===== config.mk =====
export PLATFORM = sky130hd
export DESIGN_NAME = regfile_arbiter_flat
export DESIGN_NICKNAME = d
export VERILOG_FILES = /design/src/rtl/regfile_arbiter_if.sv /design/src/rtl/regfile_arbiter.sv /design/src/flat_wrapper.sv
export SDC_FILE = /design/constraint.sdc
export NUM_CORES = 1
export LEC_CHECK = 0
export BUFFER_PORTS_ARGS = -buffer_cell sky130_fd_sc_hd__buf_2
export CAP_MARGIN = 20
export CORE_MARGIN = 2
export CORE_UTILIZATION = 36
export DETAILED_ROUTE_END_ITERATION = 8
export GPL_ROUTABILITY_DRIVEN = 0
export GPL_TIMING_DRIVEN = 0
export PLACE_DENSITY = 0.89
export SYNTH_ARGS = -nofsm -noshare
export SYNTH_HDL_FRONTEND = slang
export SYNTH_SLANG_ARGS = --single-unit

===== constraint.sdc =====
create_clock -name CLK -period 1.31 [get_ports CLK]
set_input_delay 0.131 -clock CLK [delete_from_list [all_inputs] [get_ports CLK]]
set_output_delay 0.131 -clock CLK [all_outputs]
set_load 0.03 [all_outputs]

===== src/rtl/regfile_arbiter_if.sv =====
// Request/response and register-file bus of the two-requester register-file arbiter.
// master: requesters plus register file; slave: the arbiter.
interface regfile_arbiter_if #(
  parameter int unsigned DATA_WIDTH = 16,
  parameter int unsigned ADDR_WIDTH = 3
) ();
  logic                  req_a;
  logic                  req_b;
  logic                  we_a;
  logic                  we_b;
  logic [ADDR_WIDTH-1:0] addr_a;
  logic [ADDR_WIDTH-1:0] addr_b;
  logic [DATA_WIDTH-1:0] wdata_a;
  logic [DATA_WIDTH-1:0] wdata_b;
  logic                  done_a;
  logic                  done_b;
  logic [DATA_WIDTH-1:0] rdata_a;
  logic [DATA_WIDTH-1:0] rdata_b;
  logic                  busy;
  logic                  rf_rd_en;
  logic                  rf_wr_en;
  logic [ADDR_WIDTH-1:0] rf_addr;
  logic [DATA_WIDTH-1:0] rf_wdata;
  logic [DATA_WIDTH-1:0] rf_rdata;

  modport master (
    output req_a, req_b, we_a, we_b, addr_a, addr_b, wdata_a, wdata_b, rf_rdata,
    input  done_a, done_b, rdata_a, rdata_b, busy, rf_rd_en, rf_wr_en, rf_addr, rf_wdata
  );

  modport slave (
    input  req_a, req_b, we_a, we_b, addr_a, addr_b, wdata_a, wdata_b, rf_rdata,
    output done_a, done_b, rdata_a, rdata_b, busy, rf_rd_en, rf_wr_en, rf_addr, rf_wdata
  );
endinterface


===== src/rtl/regfile_arbiter.sv =====
// Two-requester register-file arbiter: IDLE -> ISSUE -> RESP, one operation per 3 cycles.
// Define REGFILE_ARB_RR_EN for round-robin arbitration; fixed priority (A first) otherwise.
module regfile_arbiter #(
  parameter int unsigned DATA_WIDTH = 16,
  parameter int unsigned ADDR_WIDTH = 3
) (
  input logic              CLK,
  input logic              RST,
  regfile_arbiter_if.slave bus
);

  typedef enum logic [1:0] {StIdle, StIssue, StResp} state_e;

  state_e                state_q, state_d;
  logic                  owner_b_q;
  logic                  we_q;
  logic                  rf_rd_en_q;
  logic                  rf_wr_en_q;
  logic [ADDR_WIDTH-1:0] rf_addr_q;
  logic [DATA_WIDTH-1:0] rf_wdata_q;

  logic                  grant;
  logic                  grant_b;
  logic                  sel_we;
  logic [ADDR_WIDTH-1:0] sel_addr;
  logic [DATA_WIDTH-1:0] sel_wdata;

  assign grant = bus.req_a | bus.req_b;

`ifdef REGFILE_ARB_RR_EN
  // Set when B should win the next tie, i.e. A was granted last.
  logic prefer_b_q;

  assign grant_b = bus.req_b & (~bus.req_a | prefer_b_q);

  always_ff @(posedge CLK or negedge RST) begin
    if (!RST) begin
      prefer_b_q <= 1'b0;
    end else if (state_q == StIdle && grant) begin
      prefer_b_q <= ~grant_b;
    end
  end
`else
  assign grant_b = bus.req_b & ~bus.req_a;
`endif

  assign sel_we    = grant_b ? bus.we_b    : bus.we_a;
  assign sel_addr  = grant_b ? bus.addr_b  : bus.addr_a;
  assign sel_wdata = grant_b ? bus.wdata_b : bus.wdata_a;

  always_ff @(posedge CLK or negedge RST) begin
    if (!RST) begin
      state_q <= StIdle;
    end else begin
      state_q <= state_d;
    end
  end

  always_comb begin
    state_d = state_q;
    unique case (state_q)
      StIdle:  if (grant) state_d = StIssue;
      StIssue: state_d = StResp;
      StResp:  state_d = StIdle;
      default: state_d = StIdle;
    endcase
  end

  // Enables are loaded on the grant edge so they are high during ISSUE only.
  always_ff @(posedge CLK or negedge RST) begin
    if (!RST) begin
      owner_b_q  <= 1'b0;
      we_q       <= 1'b0;
      rf_rd_en_q <= 1'b0;
      rf_wr_en_q <= 1'b0;
      rf_addr_q  <= '0;
      rf_wdata_q <= '0;
    end else if (state_q == StIdle && grant) begin
      owner_b_q  <= grant_b;
      we_q       <= sel_we;
      rf_rd_en_q <= ~sel_we;
      rf_wr_en_q <= sel_we;
      rf_addr_q  <= sel_addr;
      rf_wdata_q <= sel_wdata;
    end else begin
      rf_rd_en_q <= 1'b0;
      rf_wr_en_q <= 1'b0;
    end
  end

  always_comb begin
    bus.done_a  = 1'b0;
    bus.done_b  = 1'b0;
    bus.rdata_a = '0;
    bus.rdata_b = '0;
    bus.busy    = (state_q != StIdle);
    if (state_q == StResp) begin
      if (owner_b_q) begin
        bus.done_b = 1'b1;
        if (!we_q) bus.rdata_b = bus.rf_rdata;
      end else begin
        bus.done_a = 1'b1;
        if (!we_q) bus.rdata_a = bus.rf_rdata;
      end
    end
  end

  assign bus.rf_rd_en = rf_rd_en_q;
  assign bus.rf_wr_en = rf_wr_en_q;
  assign bus.rf_addr  = rf_addr_q;
  assign bus.rf_wdata = rf_wdata_q;

endmodule


===== src/flat_wrapper.sv =====
// flat-port wrapper written by rule: the top's interface ports become plain ports
module regfile_arbiter_flat 
#(
  parameter int unsigned DATA_WIDTH = 16,
  parameter int unsigned ADDR_WIDTH = 3
)
  (CLK, RST, bus_req_a, bus_req_b, bus_we_a, bus_we_b, bus_addr_a, bus_addr_b, bus_wdata_a, bus_wdata_b, bus_rf_rdata, bus_done_a, bus_done_b, bus_rdata_a, bus_rdata_b, bus_busy, bus_rf_rd_en, bus_rf_wr_en, bus_rf_addr, bus_rf_wdata);
  regfile_arbiter_if #(.DATA_WIDTH(DATA_WIDTH), .ADDR_WIDTH(ADDR_WIDTH)) bus_i ();
  input logic CLK;
  input logic RST;
  input wire logic [$bits(bus_i.req_a)-1:0] bus_req_a;
  input wire logic [$bits(bus_i.req_b)-1:0] bus_req_b;
  input wire logic [$bits(bus_i.we_a)-1:0] bus_we_a;
  input wire logic [$bits(bus_i.we_b)-1:0] bus_we_b;
  input wire logic [$bits(bus_i.addr_a)-1:0] bus_addr_a;
  input wire logic [$bits(bus_i.addr_b)-1:0] bus_addr_b;
  input wire logic [$bits(bus_i.wdata_a)-1:0] bus_wdata_a;
  input wire logic [$bits(bus_i.wdata_b)-1:0] bus_wdata_b;
  input wire logic [$bits(bus_i.rf_rdata)-1:0] bus_rf_rdata;
  output wire logic [$bits(bus_i.done_a)-1:0] bus_done_a;
  output wire logic [$bits(bus_i.done_b)-1:0] bus_done_b;
  output wire logic [$bits(bus_i.rdata_a)-1:0] bus_rdata_a;
  output wire logic [$bits(bus_i.rdata_b)-1:0] bus_rdata_b;
  output wire logic [$bits(bus_i.busy)-1:0] bus_busy;
  output wire logic [$bits(bus_i.rf_rd_en)-1:0] bus_rf_rd_en;
  output wire logic [$bits(bus_i.rf_wr_en)-1:0] bus_rf_wr_en;
  output wire logic [$bits(bus_i.rf_addr)-1:0] bus_rf_addr;
  output wire logic [$bits(bus_i.rf_wdata)-1:0] bus_rf_wdata;
  assign bus_i.req_a = bus_req_a;
  assign bus_i.req_b = bus_req_b;
  assign bus_i.we_a = bus_we_a;
  assign bus_i.we_b = bus_we_b;
  assign bus_i.addr_a = bus_addr_a;
  assign bus_i.addr_b = bus_addr_b;
  assign bus_i.wdata_a = bus_wdata_a;
  assign bus_i.wdata_b = bus_wdata_b;
  assign bus_i.rf_rdata = bus_rf_rdata;
  assign bus_done_a = bus_i.done_a;
  assign bus_done_b = bus_i.done_b;
  assign bus_rdata_a = bus_i.rdata_a;
  assign bus_rdata_b = bus_i.rdata_b;
  assign bus_busy = bus_i.busy;
  assign bus_rf_rd_en = bus_i.rf_rd_en;
  assign bus_rf_wr_en = bus_i.rf_wr_en;
  assign bus_rf_addr = bus_i.rf_addr;
  assign bus_rf_wdata = bus_i.rf_wdata;
  regfile_arbiter #(.DATA_WIDTH(DATA_WIDTH), .ADDR_WIDTH(ADDR_WIDTH)) u_core (.CLK(CLK), .RST(RST), .bus(bus_i));
endmodule

# Yosys cells after proc, flatten, opt, wreduce, memory -nomap -nowiden

Cells that the tools add are included.
W data, S select, Z words.

Bitwise operators: 4
Multiplexer cells: 16
Eq/ne operators: 3
Reduce and logical (&&, ||, !) cells: 3

Operators with widths:

| cell                 | number |
|---|---|
| $mux W16             | 6 |
| $mux W1              | 7 |
| $pmux W2 S2          | 1 |
| $mux W3              | 1 |
| $eq A2 B1 Y1 const B | 1 |
| $eq A2 B2 Y1 const B | 1 |
| $logic_not A2 Y1     | 1 |
| $mux W2              | 1 |
| $ne A2 B1 Y1 const B | 1 |
| $not A1 Y1           | 2 |
| $reduce_bool A2 Y1   | 1 |
| $and A1 B1 Y1        | 1 |
| $logic_and A1 B1 Y1  | 1 |
| $or A1 B1 Y1         | 1 |

Output and inout bits: 56
Register bits after elaboration: 25

# Logic depth before layout (Yosys ltp)

Gate-level depths: netlist of run 1.

Word-level depth: 5
Depth in mapped cells: 4
Mapped depth without buffers: 3

# Least setup slack after synthesis of run 1

No wires, ideal clock.

Path type: register -> output
Start point: register u_core.owner_b_q
End point: output port bus_rdata_a[10]
Stages on the path, launching flop included: 5
Data arrival time: 1465 ps
Data required time: 1179 ps
Setup slack: -286 ps
Cells stage by stage: dfrtp_1 or3b_1 buf_2 buf_2 nor2_1

Cells in the longest elaborated chain, start to end: 2

Ends and longest elaborated chain:

| item                   | line                  | text |
|---|---|---|
| from (decl)            | regfile_arbiter.sv:15 | `logic owner_b_q;` |
| from (signal assigned) | regfile_arbiter.sv:79 | `owner_b_q <= grant_b;` |
| $mux W16               | regfile_arbiter.sv:98 | `if (owner_b_q) begin` |
| $mux W16               | regfile_arbiter.sv:97 | `if (state_q == StResp) begin` |
| to (decl)              | flat_wrapper.sv:22    | `output wire logic [$bits(bus_i.rdata_a)-1:0] bus_rdata_a;` |

No other way between the ends.

# Final worst setup path of run 1

Start point: register u_core.state_q[0]
End point: output port bus_rdata_a[4]

Cells in the longest elaborated chain, start to end: 2

Ends and longest elaborated chain:

| item                   | line                  | text |
|---|---|---|
| from (decl)            | regfile_arbiter.sv:14 | `state_e state_q, state_d;` |
| from (signal assigned) | regfile_arbiter.sv:53 | `state_q <= StIdle;` |
| from (signal assigned) | regfile_arbiter.sv:55 | `state_q <= state_d;` |
| $eq A2 B2 Y1           | regfile_arbiter.sv:97 |  |
| $mux W16               | regfile_arbiter.sv:97 |  |

No other way between the ends.

==> results of run 1 <==
## synthesized netlist by cell type
master	instances
a21oi_1	2
and2_1	1
buf_2	2
buf_6	4
clkbuf_1	2
clkinv_1	1
dfrtp_1	25
inv_1	3
mux2_2	9
mux2_4	29
mux2i_1	2
nand2_1	16
nand2b_4	1
nand3b_1	1
nor2_1	33
nor2b_1	2
o21a_2	1
or3b_1	1
## area by class of cell
type                            count  share of cell area (%)
Buffer                              8                    4.21
Clock buffer                        3                    1.46
Clock inverter                      1                   0.177
Inverter                            4                   0.841
Multi-Input combinational cell     98                    37.8
Sequential cell                    25                    22.1
Tap cell                           50                    2.21
Timing Repair Buffer              126                    31.2
## final timing paths
kind	from	end	slack (ps)	cells after the start
min reg2reg	u_core.state_q[1]$_DFFE_PN0P_	u_core.state_q[1]$_DFFE_PN0P_	490	1
max reg2reg	u_core.state_q[1]$_DFFE_PN0P_	u_core.bus.rf_wdata[9]$_DFFE_PN0P_	-170	5
max	u_core.state_q[0]$_DFFE_PN0P_	bus_rdata_a[4]	-450	5
min in group asynchronous	RST	u_core.bus.rf_wdata[2]$_DFFE_PN0P_	380	2
min	bus_req_a	u_core.owner_b_q$_DFFE_PN0P_	90	2
max in group asynchronous	RST	u_core.we_q$_DFFE_PN0P_	550	2
## power by group through the flow
stage / logic, W / clock network [W] / registers, W
floorplan: 0.00182 / 0 / 0.00200
global placement: 0.00318 / 0 / 0.00136
detailed placement: 0.00326 / 0 / 0.00137
CTS: 0.00383 / 0.000459 / 0.00137
global route: 0.00414 / 0.000501 / 0.00141
finish: 0.00395 / 0.000457 / 0.00137
## cells by family (layout without fill, tap and decap cells)
logic type / after synthesis / after routing / synth area share, %
simple gates: 55 / 55 / 15.4
mux: 40 / 40 / 36.8
flops: 25 / 25 / 41.4
buf+inv: 12 / 142 / 5.13
compound gates: 3 / 3 / 1.24
## worst max-delay path, stage by stage (launching register included)
cell and delay (ps):
dfrtp_1 420, or3b_1 370, buf_6 150, buf_4 150, nor2_4 130, buf_6 140
## registers in the layout, summed over array words and instances (netlist names)
signal / flops
u_core.we_q: 1
u_core.owner_b_q: 1
u_core.bus.rf_wr_en: 1
u_core.bus.rf_wdata: 16
u_core.bus.rf_rd_en: 1
u_core.bus.rf_addr: 3
u_core.state_q: 2
## routing by layer
metal / global-route usage [%] / vias up
met5: 0 / -
met4: 7.60 / 0
met3: 0.974 / 8
met2: 45.8 / 60
met1: 19.2 / 729
li1: - / 700
## stage by stage
step	utilization [%]	setup TNS (ps)	std cells	area (um2)	power (W)
6_report	70.1	-14800	315	2830	0.00578
5_1_grt	70.1	-18640	315	2830	0.00606
4_1_cts	69.2	-11880	314	2790	0.00566
3_5_place_dp	57.7	-7590	300	2320	0.00463
3_3_place_gp	57.7	-5890	300	2320	0.00453
2_1_floorplan	-	-2130	135	1690	0.00382
## timing repair
item	4_1_cts	5_1_grt
setup buffers	8	1
pin swaps	3	2
cloned	1	0
hold buffers	1	0
endpoints found under the setup margin	50	53
resized for setup	99	9
hold endpoints to repair	25	0
==> impl_metrics.ini, run 1 <==
[detailed_routing]
dr_wl_met2_um = 3150
drtIter0Drc = 34
final_antenna_net_count = 0
wl_met1_um = 1630
top_layer = met4
wl_per_cell_um = 16.2
num_vias = 1497
drc = 0
avgViaCountPerCell = 4.75
drtPass1Iterations = 2
wl_met3_um = 214
totalWireLength_um = 5090

[cts]
cts_max_level = 1
numClockSinks = 25
clock_latency_ps = 270
numCtsBuffers = 3
cts_tree = done
clk_path_buf_depth = 2
path_clk_slew_ps = 90
cts_root_buf = clkbuf_8

[global_routing]
gr-usage-all-layers_pct = 20.8
grt_antenna_before_repair = 0
grt_pass1_wl_um = 7000
grt_pass1_vias = 1495
overflow = 0
grt_max_degree = 26

[finish]
area_delta_synth_final_pct = 86.9
multi_input_area_um2 = 1070
fillers = 272
final_cell_mix = buf_2 (81), buf_6 (38), mux2_4 (35)
final_common_cell = buf_2
final_layout_size_suffix_gt1_share_pct = 80.0
nets = 326
register_area_um2 = 626
n_antenna_cell = 0

[yosys]
yosysTopAreaCellShare_pct = 41.4
yosys-top-cells-area = dfrtp_1 (41%), mux2_4 (29%), nor2_1 (8.2%), mux2_2 (6.7%), nand2_1 (4.0%)
netlist_area_um2 = 1510
synth.distinct_cells = 18
synth.avg_cell_area_um2 = 11.2
ys_seq_elements = 25
syn_nets = 195
yosysWarnings = 0
syn_inst = 135
synth_top_cell_by_area = dfrtp_1
ys_seq_area_share_pct = 41.4

[worst_setup_path]
critPathArrivalTime_ps = 1630
criticalPathCategory = flop to primary output
crit_fanout = 8
crit_path_end_kind = primary output
required_ps = 1180
cp-start-kind = flop

[pwr]
p_clk_share_pct = 7.9
combPwrFrac_pct = 68.4
pwr-share-seq_pct = 23.7
p_leak_nw = 1.42
ir_worst_vdd_mv = 1.40
swShare_pct = 47.1
p_int_w = 0.00305
powerDensity_nw_per_um2 = 2050
power.switching_w = 0.00272

[placement]
place_ws_ps = -290
hpwl_um = 3070
portBuffers = 115

[timing]
worst-slew-pin-transition_ps = 566
finalCritPeriodShare_pct = 134
slew_headroom_pct = 62.2
clock.fmax_ghz = 0.569
maxSlewViolCount = 0
final-setup-viol-count = 55
fin_crit_ps = 1760
fin_ws_ps = -447
rsz0062_at_grt = yes
holdWs_ps = 88.3
hold_violations = 0
finalClockSkew_ps = 1.87

[die]
die_area_um2 = 4730
die_h_um = 68.8
rows = 23
fp.coreArea_um2 = 4030
start_util_pct = 37.5
ios = 116
die_w_um = 68.8

[run_status]
status = finished, violations left
violations = setup timing

[flow_run]
drv_cap = 0

[hold_path]
min_path_type = primary input to flop
No activity file was read; power rests on OpenSTA's default activity.
==> run 2: changes to the inputs <==
--- a/config.mk
+++ b/config.mk
@@ -13,6 +13,7 @@
 export GPL_ROUTABILITY_DRIVEN = 0
 export GPL_TIMING_DRIVEN = 0
 export PLACE_DENSITY = 0.89
+export SETUP_SLACK_MARGIN = 0.05
 export SYNTH_ARGS = -nofsm -noshare
 export SYNTH_HDL_FRONTEND = slang
 export SYNTH_SLANG_ARGS = --single-unit
==> impl_metrics.ini, run 2 (synthesis results as in run 1) <==
[worst_setup_path]
required_ps = 1180
reg2reg_depth = 5
r2r-start = u_core.state_q[0]$_DFFE_PN0P_
crit_path_end_kind = primary output
critPathArrivalTime_ps = 1630
crit_fanout = 7
crit_path_start = u_core.owner_b_q$_DFFE_PN0P_
criticalPathCategory = flop to primary output
cp-start-kind = flop

[timing]
finalClockSkew_ps = 5.83
final-setup-viol-count = 56
clock.fmax_ghz = 0.568
maxSlewViolCount = 0
worst-slew-pin-transition_ps = 545
fin_ws_ps = -450
hold_violations = 0
fin_crit_ps = 1760
finalCritPeriodShare_pct = 134
slew_headroom_pct = 63.7
rsz0062_at_grt = yes

[detailed_routing]
drtPass1Iterations = 4
wl_per_cell_um = 16.2
drc = 0
final_antenna_net_count = 0
avgViaCountPerCell = 4.78
drtIter0Drc = 26
totalWireLength_um = 5070
num_vias = 1495

[global_routing]
grt_antenna_before_repair = 0
grt.met3_usage_pct = 5.52
top_usage_layer = met2
grt_pass1_vias = 1556
grt_use_met2_pct = 38.9
gr-usage-all-layers_pct = 20.3
grt_max_degree = 26
use_met1_pct = 20.5
grt_pass1_wl_um = 7050
overflow = 0

[pwr]
total_power_w = 0.00586
p_leak_nw = 1.42
ir_worst_vdd_mv = 0.980
powerDensity_nw_per_um2 = 2050

[finish]
post-route-util_pct = 71.1
fillers = 271
final_cell_mix = buf_2 (81), buf_6 (40), mux2_4 (35)
final_layout_size_suffix_gt1_share_pct = 80.2
nets = 324
stdcell_count = 313
final_common_cell = buf_2
n_antenna_cell = 0
area_delta_synth_final_pct = 89.4
largest_reg_flops = 16

[hold_path]
min_path_type = primary input to flop
holdPathStages = 2
hold_start = bus_req_a

[placement]
place_ws_ps = -173
portBuffers = 115
place_inst = 300
hpwl_um = 3060

[die]
die_w_um = 68.8
fp.coreArea_um2 = 4030
die_h_um = 68.8
ios = 116
start_util_pct = 37.5
rows = 23
die_area_um2 = 4730

[run_status]
status = finished, violations left
violations = setup timing

[cts]
cts_max_level = 1
numCtsBuffers = 3
clk_path_buf_depth = 2
cts_root_buf = clkbuf_8
clock_latency_ps = 270
path_clk_slew_ps = 80
cts_tree = done
numClockSinks = 25

[flow_run]
drv_cap = 0
==> run 2: path summary, 6_finish.rpt <==
kind / end / slack [ps]
min in group asynchronous: u_core.bus.rf_wdata[1]$_DFFE_PN0P_ / 390
hold reg to reg: u_core.bus.rf_wdata[13]$_DFFE_PN0P_ / 520
max in group asynchronous: u_core.bus.rf_wdata[15]$_DFFE_PN0P_ / 550
setup / recovery: bus_rdata_b[2] / -450
hold / removal: u_core.owner_b_q$_DFFE_PN0P_ / 110
setup reg to reg: u_core.bus.rf_addr[0]$_DFFE_PN0P_ / -220
==> run 2: where the power goes <==
part | internal [W] | leakage, nW | total [W] | switching (W)
logic | 0.00173 | 1.11 | 0.00402 | 0.00229
registers | 0.00116 | 0.297 | 0.00137 | 0.000217
clock network | 0.000215 | 0.0217 | 0.000462 | 0.000247
==> run 2: area by class of cell <==
| type | instances | area (um2) | area share (%) |
|---|---|---|---|
| multi-input cells | 98 | 1080 | 37.7 |
| repair buffers | 124 | 906 | 31.6 |
| flip-flops and latches | 25 | 626 | 21.9 |
| plain buffers | 8 | 119 | 4.15 |
| well taps | 50 | 62.6 | 2.19 |
| clock buffers | 3 | 41.3 | 1.44 |
| inverters | 4 | 21.3 | 0.743 |
| clock inverters | 1 | 7.51 | 0.262 |
==> run 2: what timing repair did <==
| item | CTS | global route |
|---|---|---|
| endpoints found under the setup margin | 54 | 56 |
| setup buffers | 4 | 2 |
| endpoints found under the hold margin | 25 | 0 |
| gates resized for setup | 93 | 10 |
| hold buffers | 1 | 0 |
| gates cloned | 2 | 0 |
| pin swaps | 10 | 2 |
==> run 2: worst max-delay path: stages (launching register included) <==
cell and delay, ps:
dfrtp_1 400, buf_4 140, buf_4 130, nand3b_1 250, buf_6 250, nor2_4 60
buf_6 140
==> run 2: stage by stage <==
stage | TNS, ps | cell area, um2 | hold slack [ps]
2_1_floorplan | -727 | 1730 | -165
3_3_place_gp | -4460 | 2370 | 147
3_5_place_dp | -5190 | 2370 | 157
4_1_cts | -12420 | 2810 | 84.2
5_1_grt | -20520 | 2860 | 110
6_report | -17570 | 2860 | 105
==> run 2: routing by layer <==
metal	vias to the layer above	routed length (um)
li1	701	-
met1	702	1730
met2	78	2850
met3	14	341
met4	0	152
met5	-	0
==> run 3: changes to the inputs <==
--- a/config.mk
+++ b/config.mk
@@ -8,7 +8,8 @@
 export BUFFER_PORTS_ARGS = -buffer_cell sky130_fd_sc_hd__buf_2
 export CAP_MARGIN = 20
 export CORE_MARGIN = 2
-export CORE_UTILIZATION = 36
+export CORE_UTILIZATION = 38
+export CTS_CLUSTER_DIAMETER = 200
 export DETAILED_ROUTE_END_ITERATION = 8
 export GPL_ROUTABILITY_DRIVEN = 0
 export GPL_TIMING_DRIVEN = 0
==> constraint.sdc (replaced) <==
create_clock -name CLK -period 2.1 [get_ports CLK]
set_input_delay 0.21 -clock CLK [delete_from_list [all_inputs] [get_ports CLK]]
set_output_delay 0.21 -clock CLK [all_outputs]
set_load 0.03 [all_outputs]
==> impl_metrics.ini, run 3 (synthesis results as in run 1) <==
[die]
ios = 116
die_w_um = 67.1
die_h_um = 67.1
rows = 22
fp.coreArea_um2 = 3740
die_area_um2 = 4500
start_util_pct = 40.4

[detailed_routing]
num_vias = 1383
drtPass1Iterations = 4
wl_per_cell_um = 11.7
avgViaCountPerCell = 4.56
totalWireLength_um = 3540
drtIter0Drc = 18
drc = 0
final_antenna_net_count = 0

[timing]
fin_crit_ps = 1930
worst-slew-pin-transition_ps = 551
clock.fmax_ghz = 0.518
finalClockSkew_ps = 6.02
maxSlewViolCount = 0
rsz0062_at_grt = no
holdWs_ps = 133
final-setup-viol-count = 0
fin_ws_ps = 168
finalCritPeriodShare_pct = 92.0
tns_ps = 0
hold_violations = 0
slew_headroom_pct = 63.3

[global_routing]
grt_antenna_before_repair = 0
gr-usage-all-layers_pct = 15.8
overflow = 0
grt_pass1_vias = 1254
grt_max_degree = 26
grt_pass1_wl_um = 5380

[cts]
cts_tree = done
postCtsSetupBuffers = 0
cts_max_level = 1
clock_latency_ps = 270
numCtsBuffers = 3
numClockSinks = 25
clk_path_buf_depth = 2
path_clk_slew_ps = 90
cts_root_buf = clkbuf_8

[worst_setup_path]
crit_path_start = u_core.owner_b_q$_DFFE_PN0P_
slowest_delay_ps = 410
r2r-start = u_core.state_q[0]$_DFFE_PN0P_
worstReg2RegEnd = u_core.bus.rf_wdata[0]$_DFFE_PN0P_
criticalPathCategory = flop to primary output
cpMaxStageDelayCell = dfrtp_1
worstPathCellList = or3b_1 > buf_2 > buf_2 > nor2_1 > buf_2
timing.critical_path.mode_cell = buf_2
cp-start-kind = flop
r2r_setup_slack_ps = 540
crit_path_end = bus_rdata_a[14]
crit_path_end_kind = primary output
critPathArrivalTime_ps = 1720
required_ps = 1890
crit_fanout = 10
reg2reg_depth = 4
cp.depth = 5
critPathBufInv = 3
cpLargestDelayFamily = buffers and inverters

[pwr]
power.switching_w = 0.00137
combPwrFrac_pct = 60.9
swShare_pct = 46.8
ir_worst_vdd_mv = 0.798
p_clk_share_pct = 10.0
powerDensity_nw_per_um2 = 1330
p_leak_nw = 1.28
p_int_w = 0.00156
pwr-share-seq_pct = 29.1

[run_status]
status = finished clean

[finish]
fillers = 327
nets = 316
fin_area_um2 = 2210
final_layout_size_suffix_gt1_share_pct = 64.7
stdcell_count = 303
area_delta_synth_final_pct = 45.9
final_common_cell = buf_2
n_antenna_cell = 0
final_cell_mix = buf_2 (117), nor2_1 (33), mux2_4 (29)
largest_reg_flops = 16

[placement]
placed_cell_area_um2 = 2150
place_inst = 298
portBuffers = 115
hpwl_um = 2780
place_ws_ps = 468

[flow_run]
drv_cap = 0

[hold_path]
min_path_type = primary input to flop
==> run 3: changes by cell type in the layout (fill, tap and decap cells not counted), moves of 6 or more <==
cell    previous run  this run
mux2_4            35        29
nor2_4            32         0
mux2_2             3         9
buf_2             81       117
nor2_1             0        33
buf_6             40         4
==> run 3: stage by stage <==
step	power (W)	utilization, %
2_1_floorplan	0.00217	-
4_1_cts	0.00295	58.9
3_5_place_dp	0.00265	57.4
3_3_place_gp	0.00262	57.4
6_report	0.00292	58.9
5_1_grt	0.00310	58.9
==> run 3: power by group through the flow <==
stage	Sequential, W	Combinational [W]	Clock [W]
floorplan	0.00124	0.000929	0
global placement	0.000845	0.00177	0
detailed placement	0.000851	0.00180	0
CTS	0.000849	0.00180	0.000300
global route	0.000882	0.00190	0.000315
finish	0.000850	0.00178	0.000292
==> run 3: worst min-delay path by stage <==
stage,depth (start not counted),to,from
floorplan,0,u_core.bus.rf_addr[0]$_DFFE_PN0P_,RST
detailed placement,1,u_core.bus.rf_wdata[15]$_DFFE_PN0P_,RST
global placement,1,u_core.bus.rf_wdata[0]$_DFFE_PN0P_,RST
global route,2,u_core.owner_b_q$_DFFE_PN0P_,bus_req_a
CTS,2,u_core.owner_b_q$_DFFE_PN0P_,bus_req_a
finish,2,u_core.owner_b_q$_DFFE_PN0P_,bus_req_a
==> run 3: layout make-up <==
type | count | area, um2 | area share (%)
Tap cell | 48 | 60.1 | 2.72
Clock buffer | 3 | 41.3 | 1.87
Buffer | 8 | 62.6 | 2.84
Clock inverter | 1 | 7.51 | 0.340
Timing Repair Buffer | 116 | 586 | 26.5
Multi-Input combinational cell | 98 | 808 | 36.6
Inverter | 4 | 15.0 | 0.681
Sequential cell | 25 | 626 | 28.4
==> run 3: repair_timing <==
action / in CTS / in global routing
setup endpoints to repair: 0 / 0
gates resized for setup: 0 / 0
endpoints found under the hold margin: 25 / 0
hold buffers: 1 / 0
==> run 3: metal layers <==
metal  share of wire, %  routed length, um  global-route usage [%]  vias to the layer above
met5                  0                  0                       0                        -
met1                 39               1370                    17.0                      637
li1                   -                  -                       -                      683
met2                 52               1850                    29.8                       61
met4               0.65                 23                    5.87                        0
met3                8.3                292                    3.04                        2
